===== config.mk =====
export PLATFORM = sky130hd
export DESIGN_NAME = cnt_dn_load
export DESIGN_NICKNAME = d
export VERILOG_FILES = /design/src/rtl/cnt_pkg.sv /design/src/rtl/cnt_dn_load.sv
export SDC_FILE = /design/constraint.sdc
export NUM_CORES = 1
export LEC_CHECK = 0
export CAP_MARGIN = 20
export CORE_AREA = 2 2 39 41
export DETAILED_ROUTE_END_ITERATION = 10
export DIE_AREA = 0 0 41 43
export PLACE_DENSITY = 0.69
export SLEW_MARGIN = 30
export SYNTH_ARGS = -nofsm -noshare
export SYNTH_HDL_FRONTEND = slang
export SYNTH_SLANG_ARGS = --single-unit

===== constraint.sdc =====
create_clock -name clk_i -period 2.9 [get_ports clk_i]
set_input_delay 0.435 -clock clk_i [delete_from_list [all_inputs] [get_ports clk_i]]
set_output_delay 0.435 -clock clk_i [all_outputs]
set_load 0.005 [all_outputs]

===== src/rtl/cnt_pkg.sv =====
// cnt_pkg: state encoding and default width shared by the up/down counter family
package cnt_pkg;
    localparam logic ST_IDLE = 1'b0;
    localparam logic ST_RUN = 1'b1;
    localparam int CNT_WIDTH_DEF = 4;
endpackage


===== src/rtl/cnt_dn_load.sv =====
// cnt_dn_load: loadable down-counting timer with one-shot/periodic reload and registered underflow pulse
module cnt_dn_load
    import cnt_pkg::*;
#(
    parameter int CNT_WIDTH = CNT_WIDTH_DEF
) (
    input  logic                 clk_i,
    input  logic                 rst_i,
    input  logic                 load_i,
    input  logic [CNT_WIDTH-1:0] load_val_i,
    input  logic                 cnt_en_i,
    input  logic                 cnt_clr_i,
    input  logic                 periodic_i,
    output logic [CNT_WIDTH-1:0] cnt_o,
    output logic                 busy_o,
    output logic                 udf_o
);
    logic                 state;
    logic [CNT_WIDTH-1:0] reload;
    logic                 udf_now;
    assign udf_now = state == ST_RUN && cnt_en_i && cnt_o == '0;
    assign busy_o = state == ST_RUN;
    always_ff @(posedge clk_i) begin
        if (rst_i) begin
            cnt_o <= '0;
            reload <= '0;
            udf_o <= 1'b0;
            state <= ST_IDLE;
        end else if (cnt_clr_i) begin
            cnt_o <= '0;
            udf_o <= 1'b0;
            state <= ST_IDLE;
        end else if (load_i) begin
            cnt_o <= load_val_i;
            reload <= load_val_i;
            udf_o <= 1'b0;
            state <= ST_RUN;
        end else if (udf_now) begin
            // zero is the underflow point, so the decrement below never wraps
            cnt_o <= periodic_i ? reload : '0;
            udf_o <= 1'b1;
            state <= periodic_i ? ST_RUN : ST_IDLE;
        end else begin
            cnt_o <= (state == ST_RUN && cnt_en_i) ? cnt_o - CNT_WIDTH'(1) : cnt_o;
            udf_o <= 1'b0;
        end
    end
endmodule


==> flow_metrics.py, run 1 <==
metrics = {
    "die": {
        "die_h_um": 43,
        "ios": 16,
        "rows": 14,
        "start_util_pct": 38.2,
        "die_x_um": 41,
        "coreArea_um2": 1380,
        "die-area_um2": 1760,
    },
    "sta": {
        "worst_slew_margin_rel_pct": 71.9,
        "fin_crit_sh_pct": 59.9,
        "hold_viol": 0,
        "fin_setup_tns_ns": 0,
        "finalSetupViolCount": 0,
        "period_minus_slack_ns": 1.74,
        "max_freq_mhz": 575,
        "finalMaxSlewViolations": 0,
        "hold_ws_ns": 0.504,
        "finClkSkew_ns": 0.00526,
        "tightest_slew_ns": 0.421,
        "grt_setup_unrepaired": "false",
    },
    "clock_tree": {
        "post-cts-setup-buffer-count": 0,
        "cts.sinks": 10,
        "cts_max_path_buffers": 2,
        "clk_latency_ns": 0.27,
        "cts_root_buffer": "clkbuf_4",
        "htreeDepth": 1,
        "cts_tree": "yes",
        "ctsHoldBuffers": 0,
        "clk_pin_slew_ns": 0.07,
        "postCtsResizedCells": 0,
        "numCtsBuffers": 3,
    },
    "place": {
        "port_buffers": 15,
        "post-dp-hpwl_um": 805,
        "globalplace.congestion": 0.728,
    },
    "critical_path": {
        "crit_buf_inv": 1,
        "critPathTopFamily": "buffers and inverters",
        "setup.worst_path.class": "flip-flop to output pin",
        "startpoint_type": "flip-flop",
        "cp.depth": 1,
        "cp-end-kind": "output pin",
        "critPathMaxStageDelay_ns": 0.55,
        "slowest_stage": "clkdlybuf4s50_1",
        "reg2reg_to": "cnt_o[2]$_SDFFE_PP0P_",
        "reg2reg_depth": 6,
        "worstPathArrival_ns": 1.30,
        "reg2reg_from": "cnt_o[0]$_SDFFE_PP0P_",
        "critical_path.cell_chain": "clkdlybuf4s50_1",
        "cp_max_fo": 6,
        "cp.required_ns": 2.47,
        "r2r_setup_slack_ns": 1.29,
    },
    "global_routing": {
        "grt_pass1_wl_um": 1760,
        "grt_pass1_vias": 414,
        "grt_max_degree": 12,
        "grt_util_all_layers_pct": 14.5,
        "grt.overflow.total": 0,
        "antenna_found_initial": 0,
    },
    "min_path": {
        "min_path_cells": 2,
        "min-delay-start": "reload[0]$_SDFFE_PP0P_",
        "hp-class": "flip-flop to flip-flop",
        "holdPathEnd": "reload[0]$_SDFFE_PP0P_",
    },
    "drt": {
        "drtAntennaViolNets": 0,
        "wl_per_cell_um": 11.2,
        "drt_iter0_markers": 10,
        "routed-via-count": 466,
        "wirelength_um": 1020,
        "drc": 0,
        "via_per_inst": 5.12,
        "first_pass_iters": 4,
    },
    "synthesis": {
        "synth_simple_gate_area_share_pct": 20.1,
        "syn-num-nets": 71,
        "synth_seq_cells": 10,
        "synthCells": 59,
        "synth-compound-area-share_pct": 22.2,
        "synth_mux_area_share_pct": 7.57,
        "synth_top_family_by_area": "compound AO/OA/AOI/OAI gates",
        "yosys_warnings": 0,
        "synthXorXnorAreaFrac_pct": 1.65,
        "syn_area_per_cell_um2": 8.97,
        "synth-seq-area-share_pct": 37.8,
        "syn_area_um2": 529,
        "synth_cell_types": 23,
        "synthAdderAreaFrac_pct": 4.73,
    },
    "pwr": {
        "power.leakage_uw": 0.000290,
        "vdd_drop_max_v": 0.000276,
        "power_density_nw_per_um2": 460,
    },
    "run_status": {
        "status": "completed",
    },
    "final_layout": {
        "area_delta_synth_final_pct": 36.6,
        "layout.nets": 88,
        "antenna_cells": 0,
        "drive_above_1_share_pct": 12.0,
    },
    "run": {
        "maxCapViolations": 0,
    },
}
## tightest hold or removal path, stage by stage (launching register included)
cell and delay, ns:
dfxtp_1 0.33, mux2i_1 0.07, nor2_1 0.07
## routing by layer
layer / global-route usage (%) / vias up / wire (µm)
met5: 0 / - / 0
met4: 8.00 / 0 / 21
met3: 2.09 / 3 / 47
met2: 21.6 / 14 / 465
met1: 19.2 / 209 / 489
li1: - / 240 / -
## cells in the final DEF (no fill, tap or decap)
| master | instances |
|---|---|
| clkdlybuf4s50_1 | 15 |
| dfxtp_1 | 10 |
| nor2_1 | 7 |
| a21oi_1 | 6 |
| inv_1 | 5 |
| mux2i_1 | 4 |
| nand2_1 | 4 |
| clkbuf_4 | 3 |
| nor2b_1 | 2 |
| o31ai_1 | 2 |
| a32o_1 | 2 |
| nor3_1 | 2 |
| ha_1 | 2 |
| nor3b_4 | 1 |
| or2_2 | 1 |
| and3b_2 | 1 |
| xor2_1 | 1 |
| a211o_1 | 1 |
| a221oi_2 | 1 |
| o21bai_1 | 1 |
| o41a_2 | 1 |
| a311oi_1 | 1 |
| nand3b_1 | 1 |
| clkbuf_8 | 1 |
## where the power goes
part	switching, µW	internal, µW	total (µW)
clock	52.5	76.4	129
sequential	6.09	143	149
combinational	23.1	31.6	54.7
total	81.7	251	333
## registers in the layout (all words and copies together), names as in the netlist
register and cells:
cnt_o 4, reload 4, busy_o 1, udf_o 1
## cell usage after synthesis (all sizes together)
master   n  area, µm²
a211o    1       8.76
or2      1       6.26
buf      1       5.00
nor2b    2       12.5
o21bai   1       7.51
ha       2       25.0
o31ai    2       15.0
a32o     2       20.0
clkbuf   2       7.51
inv      5       18.8
nand2    4       15.0
dfxtp   10        200
nand3b   1       7.51
mux2i    4       40.0
a311oi   1       8.76
xor2     1       8.76
nor3b    1       18.8
a221oi   1       15.0
o41a     1       12.5
and3b    1       10.0
nor2     7       26.3
nor3     2       10.0
a21oi    6       30.0
## metrics by stage
step	utilization (%)	std cells	power (µW)	worst slack [ns]	area (µm²)
2_1_floorplan	-	59	182	1.45	529
3_3_place_gp	49.6	87	207	0.942	687
3_5_place_dp	49.6	87	207	0.937	687
4_1_cts	52.3	91	335	1.15	723
5_1_grt	52.3	91	349	1.10	723
6_report	52.3	91	333	1.16	723
## final cells by class
class,count,area [µm²]
Clock buffer,4,36.3
Fill cell,129,661
Timing Repair Buffer,15,150
Multi-Input combinational cell,41,298
Tap cell,16,20.0
Inverter,5,18.8
Sequential cell,10,200
## cell families (layout without fill, tap and decap cells)
kind of cell,count (synthesis),count (layout)
adders and majority gates,2,2
xor gates and xnor gates,1,1
DFF,10,10
AOI/OAI and AO/OA,15,15
buffers and inverters,8,24
and+or+nand+nor,19,19
muxes,4,4
## how the worst max path moves through the flow
stage | start | to | slack, ns
2_1_floorplan | cnt_o[0]$_SDFFE_PP0P_ | cnt_o[2]$_SDFFE_PP0P_ | 1.45
3_3_place_gp | cnt_en_i | cnt_o[3]$_SDFFE_PP0P_ | 0.94
3_5_place_dp | load_i | reload[3]$_SDFFE_PP0P_ | 0.94
4_1_cts | cnt_o[2]$_SDFFE_PP0P_ | cnt_o[2] | 1.15
5_1_grt | cnt_o[2]$_SDFFE_PP0P_ | cnt_o[2] | 1.10
6_report | cnt_o[2]$_SDFFE_PP0P_ | cnt_o[2] | 1.16
Power figures use the tool's default switching activity.
==> run 2: changes to the inputs <==
==> constraint.sdc (replaced) <==
create_clock -name clk_i -period 1.8 [get_ports clk_i]
set_input_delay 0.27 -clock clk_i [delete_from_list [all_inputs] [get_ports clk_i]]
set_output_delay 0.27 -clock clk_i [all_outputs]
set_load 0.005 [all_outputs]
==> run 2 against run 1 <==
Setup slack worse by 0.94 ns. Cell area is 4.3% higher. Register-to-register slack worse by 1.1 ns. Critical path type is now flip-flop to flip-flop. Largest power group unchanged. Highest routed layer unchanged.
==> flow_metrics.py, run 2 (synthesized netlist as in run 1, its figures left out) <==
metrics = {
    "clock_tree": {
        "post-cts-setup-buffer-count": 0,
        "ctsHoldBuffers": 0,
        "cts.sinks": 10,
        "cts_tree": "yes",
        "htreeDepth": 1,
        "cts_max_path_buffers": 2,
        "clk_latency_ns": 0.26,
        "postCtsResizedCells": 0,
        "numCtsBuffers": 3,
        "clk_pin_slew_ns": 0.06,
        "cts_root_buffer": "clkbuf_4",
    },
    "final_layout": {
        "final_cell_mix": "15 x clkdlybuf4s50_1, 10 x dfxtp_1, 7 x nor2_1",
        "fin_cells": 96,
        "finalInstanceArea_um2": 754,
        "layout.nets": 94,
        "top_regs": "cnt_o (4), reload (4)",
        "register_area_um2": 200,
        "multi_input_area_um2": 298,
        "mostFrequentLayoutCell": "clkdlybuf4s50_1",
        "area_delta_synth_final_pct": 42.6,
        "num-fill-cells": 124,
        "drive_above_1_share_pct": 17.5,
        "antenna_cells": 0,
    },
    "die": {
        "die_x_um": 41,
        "start_util_pct": 38.2,
        "rows": 14,
        "die_h_um": 43,
        "ios": 16,
        "die-area_um2": 1760,
        "coreArea_um2": 1380,
    },
    "drt": {
        "first_pass_iters": 4,
        "drtAntennaViolNets": 0,
        "wirelength_um": 1130,
        "via_per_inst": 5.25,
        "wl_per_cell_um": 11.8,
        "drt_iter0_markers": 5,
        "routed-via-count": 504,
        "drc": 0,
    },
    "sta": {
        "finalMaxSlewViolations": 0,
        "fin_crit_sh_pct": 87.5,
        "tightest_slew_ns": 0.288,
        "finClkSkew_ns": 0.00420,
        "worst_slew_margin_rel_pct": 80.8,
        "grt_setup_unrepaired": "false",
        "max_freq_mhz": 635,
        "period_minus_slack_ns": 1.58,
        "hold_viol": 0,
        "finalSetupViolCount": 0,
        "fin_setup_tns_ns": 0,
        "timing.final.ws_setup_ns": 0.225,
    },
    "run": {
        "maxCapViolations": 0,
    },
    "pwr": {
        "power.leakage_uw": 0.000311,
        "power_density_nw_per_um2": 647,
        "vdd_drop_max_v": 0.000356,
    },
    "critical_path": {
        "cp.required_ns": 1.98,
        "cp-end-kind": "flip-flop",
        "setup.worst_path.class": "flip-flop to flip-flop",
        "worstPathArrival_ns": 1.75,
        "cp_max_fo": 6,
        "startpoint_type": "flip-flop",
    },
    "global_routing": {
        "antenna_found_initial": 0,
        "grt_pass1_wl_um": 1930,
        "grt_pass1_vias": 443,
        "grt_max_degree": 9,
        "grt_util_all_layers_pct": 16.6,
        "grt.overflow.total": 0,
    },
    "place": {
        "pre_cts_slack_ns": 0.168,
        "port_buffers": 15,
        "dpl_cell_area_um2": 732,
        "placed_cells": 93,
        "globalplace.congestion": 0.715,
    },
    "min_path": {
        "hp-class": "flip-flop to flip-flop",
    },
    "run_status": {
        "status": "completed",
    },
}
run 2: cell count changes in the layout (fill, tap and decap cells not counted), sizes merged:
cell / previous run / this run
buf: 0 / 6
clkbuf: 4 / 3
run 2: worst paths after layout:
kind,startpoint,cells after the start,slack (ns),endpoint
setup / recovery,cnt_o[1]$_SDFFE_PP0P_,6,0.22,cnt_o[2]$_SDFFE_PP0P_
hold reg to reg,reload[3]$_SDFFE_PP0P_,2,0.50,reload[3]$_SDFFE_PP0P_
hold / removal,reload[3]$_SDFFE_PP0P_,2,0.50,reload[3]$_SDFFE_PP0P_
setup reg to reg,cnt_o[1]$_SDFFE_PP0P_,6,0.22,cnt_o[2]$_SDFFE_PP0P_
run 2: final cells by class:
cell class,count,share of cell area [%]
clock buffer,3,2.99
inverter,5,2.49
multi-input combinational,41,39.5
sequential,10,26.5
tap,16,2.65
timing repair buffer,21,25.9
run 2: where the power goes:
part / total [µW] / leakage, µW / switching [µW] / internal [µW]
Clock: 150 / 0.0000138 / 72.6 / 77.1
Combinational: 99.3 / 0.000216 / 40.7 / 58.5
Sequential: 239 / 0.0000818 / 8.59 / 231
run 2: metrics by stage:
step / power (µW) / util [%] / hold WS, ns
after floorplan: 293 / - / 0.342
after global placement: 343 / 52.9 / 0.476
after detailed placement: 344 / 52.9 / 0.484
after CTS: 495 / 54.5 / 0.516
after global routing: 519 / 54.5 / 0.548
final: 488 / 54.5 / 0.499
run 2: worst max-delay path: stages, from the launching register on:
cell      delay, ns
dfxtp_1        0.35
inv_1          0.09
ha_1           0.18
nor3b_4        0.31
nor2_1         0.09
a211o_1        0.28
a221oi_2       0.20
run 2: metal layers:
| layer | GRT usage [%] | share of wire, % | vias to the layer above |
|---|---|---|---|
| li1 | - | - | 257 |
| met1 | 21.4 | 49 | 227 |
| met2 | 23.4 | 44 | 16 |
| met3 | 3.14 | 3.6 | 4 |
| met4 | 12.0 | 3.3 | 0 |
| met5 | 0 | 0 | - |
==> run 3: changes to the inputs <==
--- a/config.mk
+++ b/config.mk
@@ -6,10 +6,10 @@
 export NUM_CORES = 1
 export LEC_CHECK = 0
 export CAP_MARGIN = 20
-export CORE_AREA = 2 2 39 41
+export CORE_MARGIN = 2
+export CORE_UTILIZATION = 39
 export DETAILED_ROUTE_END_ITERATION = 10
-export DIE_AREA = 0 0 41 43
-export PLACE_DENSITY = 0.69
+export PLACE_DENSITY = 0.71
 export SLEW_MARGIN = 30
 export SYNTH_ARGS = -nofsm -noshare
 export SYNTH_HDL_FRONTEND = slang
==> constraint.sdc (replaced) <==
create_clock -name clk_i -period 1.3 [get_ports clk_i]
set_input_delay 0.195 -clock clk_i [delete_from_list [all_inputs] [get_ports clk_i]]
set_output_delay 0.195 -clock clk_i [all_outputs]
set_load 0.005 [all_outputs]
==> run 3 against run 2 <==
The flow now finishes with violations (setup timing). Critical path depth is 2 lower. Clock power increased by 90%. Clock-buffer cell count rose by 1. Highest routed layer unchanged.
==> flow_metrics.py, run 3 (synthesized netlist as in run 1, its figures left out) <==
metrics = {
    "critical_path": {
        "critPathTopFamily": "compound AO/OA/AOI/OAI gates",
        "critical_path.cell_chain": "buf_4 > o41a_4 > a311oi_2 > nor3_1",
        "reg2reg_to": "cnt_o[3]$_SDFFE_PP0P_",
        "crit_buf_inv": 1,
        "startpoint_type": "flip-flop",
        "critPathMaxStageDelay_ns": 0.48,
        "r2r_setup_slack_ns": -0.09,
        "reg2reg_depth": 4,
        "slowest_stage": "o41a_4",
        "cp.required_ns": 1.46,
        "reg2reg_from": "cnt_o[1]$_SDFFE_PP0P_",
        "worstPathArrival_ns": 1.55,
        "cp_max_fo": 4,
        "cp-end-kind": "flip-flop",
        "setup.worst_path.class": "flip-flop to flip-flop",
    },
    "final_layout": {
        "final_cell_mix": "12 x buf_4, 10 x clkdlybuf4s50_1, 7 x nor2_1",
        "num-fill-cells": 126,
        "mostFrequentLayoutCell": "buf_4",
        "antenna_cells": 0,
        "drive_above_1_share_pct": 34.5,
        "area_delta_synth_final_pct": 60.3,
        "layout.nets": 100,
        "top_regs": "cnt_o (4), reload (4)",
    },
    "run_status": {
        "violations": "setup timing",
        "status": "complete, but fails checks",
    },
    "place": {
        "pre_cts_slack_ns": -0.299,
        "post-dp-hpwl_um": 934,
        "globalplace.congestion": 0.739,
        "port_buffers": 15,
    },
    "min_path": {
        "holdPathEnd": "reload[0]$_SDFFE_PP0P_",
        "min-delay-start": "reload[0]$_SDFFE_PP0P_",
        "hp-class": "flip-flop to flip-flop",
        "min_path_cells": 2,
    },
    "drt": {
        "drc": 0,
        "first_pass_iters": 4,
        "drt_iter0_markers": 5,
        "wl_per_cell_um": 12.1,
        "routed-via-count": 513,
        "wirelength_um": 1230,
        "via_per_inst": 5.03,
        "drtAntennaViolNets": 0,
    },
    "clock_tree": {
        "clk_latency_ns": 0.27,
        "cts.sinks": 10,
        "numCtsBuffers": 3,
        "ctsHoldBuffers": 0,
        "cts_max_path_buffers": 2,
        "htreeDepth": 1,
        "cts_tree": "yes",
        "cts_root_buffer": "clkbuf_4",
        "clk_pin_slew_ns": 0.07,
    },
    "pwr": {
        "power_uw": 779,
        "power.leakage_uw": 0.000389,
        "power_density_nw_per_um2": 918,
        "vdd_drop_max_v": 0.000563,
    },
    "die": {
        "start_util_pct": 41.2,
        "coreArea_um2": 1280,
        "die_x_um": 40.8,
        "rows": 13,
        "die_h_um": 40.8,
        "die-area_um2": 1670,
        "ios": 16,
    },
    "global_routing": {
        "busiest_layer": "met2",
        "grt_util_all_layers_pct": 18.4,
        "grt_pass1_wl_um": 1830,
        "grt_pass1_vias": 438,
        "gr-usage-met3_pct": 6.52,
        "grt.overflow.total": 0,
        "antenna_found_initial": 0,
        "grtUsageMet1_pct": 19.0,
        "met2_usage_pct": 29.7,
        "grt_max_degree": 9,
    },
    "sta": {
        "fin_crit_sh_pct": 107,
        "finalSetupViolCount": 5,
        "grt_setup_unrepaired": "true",
        "tightest_slew_ns": 0.253,
        "timing.final.ws_setup_ns": -0.0893,
        "hold_viol": 0,
        "max_freq_mhz": 720,
        "finClkSkew_ns": 0.00141,
        "worst_slew_margin_rel_pct": 83.0,
        "finalMaxSlewViolations": 0,
        "period_minus_slack_ns": 1.39,
    },
    "run": {
        "maxCapViolations": 0,
    },
}
==> run 3: cell types whose count changed in the layout (fill, tap and decap cells not counted), moves of 2 or more <==
cell and change:
dfxtp_2 +3, dlygate4sd2_1 +4, dfxtp_1 -5, inv_2 +2, buf_4 +6, inv_1 -2
clkdlybuf4s50_1 -5, dfxtp_4 +2
==> run 3: metrics by stage <==
stage / hold slack, ns / area (µm²) / std cells / utilization, % / TNS [ns]
after floorplan: 0.267 / 544 / 59 / - / -0.0209
after global placement: 0.486 / 776 / 96 / 60.4 / -0.903
after detailed placement: 0.485 / 776 / 96 / 60.4 / -1.12
after CTS: 0.504 / 837 / 102 / 65.1 / -0.288
after global routing: 0.520 / 848 / 102 / 66.0 / -0.683
final: 0.493 / 848 / 102 / 66.0 / -0.323
==> run 3: timing repair <==
action / CTS / global route
setup buffers: 2 / 0
pin swaps: 4 / 2
resized for setup: 10 / 2
setup endpoints to repair: 9 / 7
==> run 3: cell type report <==
cell class | instances | area [µm²] | share of cell area [%]
flip-flops and latches | 10 | 211 | 24.9
inverters | 5 | 18.8 | 2.21
multi-input cells | 41 | 325 | 38.3
repair buffers | 27 | 238 | 28.0
well taps | 15 | 18.8 | 2.21
clock buffers | 4 | 36.3 | 4.28
==> run 3: metal layers <==
layer / wire (µm) / vias to the layer above
li1: - / 265
met1: 534 / 230
met2: 609 / 13
met3: 48 / 5
met4: 38 / 0
met5: 0 / -
==> run 3: power breakdown <==
group / internal, µW / switching, µW / total [µW]
clock: 170 / 115 / 285
sequential: 318 / 11.1 / 329
combinational: 98.3 / 66.0 / 164
==> run 3: worst max-delay path by stage <==
| stage | start | endpoint | slack, ns | cells past startpoint |
|---|---|---|---|---|
| after floorplan | cnt_o[1]$_SDFFE_PP0P_ | cnt_o[2]$_SDFFE_PP0P_ | -0.02 | 6 |
| after global placement | cnt_en_i | cnt_o[3]$_SDFFE_PP0P_ | -0.24 | 5 |
| after detailed placement | cnt_en_i | cnt_o[3]$_SDFFE_PP0P_ | -0.30 | 5 |
| after CTS | cnt_o[1]$_SDFFE_PP0P_ | cnt_o[2]$_SDFFE_PP0P_ | -0.08 | 6 |
| after global routing | cnt_o[1]$_SDFFE_PP0P_ | cnt_o[2]$_SDFFE_PP0P_ | -0.19 | 6 |
| final | cnt_o[1]$_SDFFE_PP0P_ | cnt_o[3]$_SDFFE_PP0P_ | -0.09 | 4 |
==> run 3: worst reg2reg max path, delay by kind of cell, from the launching register on <==
| kind | cells | cell delay, ns |
|---|---|---|
| flip-flops | 1 | 0.33 |
| AND/OR/NAND/NOR | 1 | 0.09 |
| AO/OA/AOI/OAI | 2 | 0.72 |
| buffers and inverters | 1 | 0.14 |
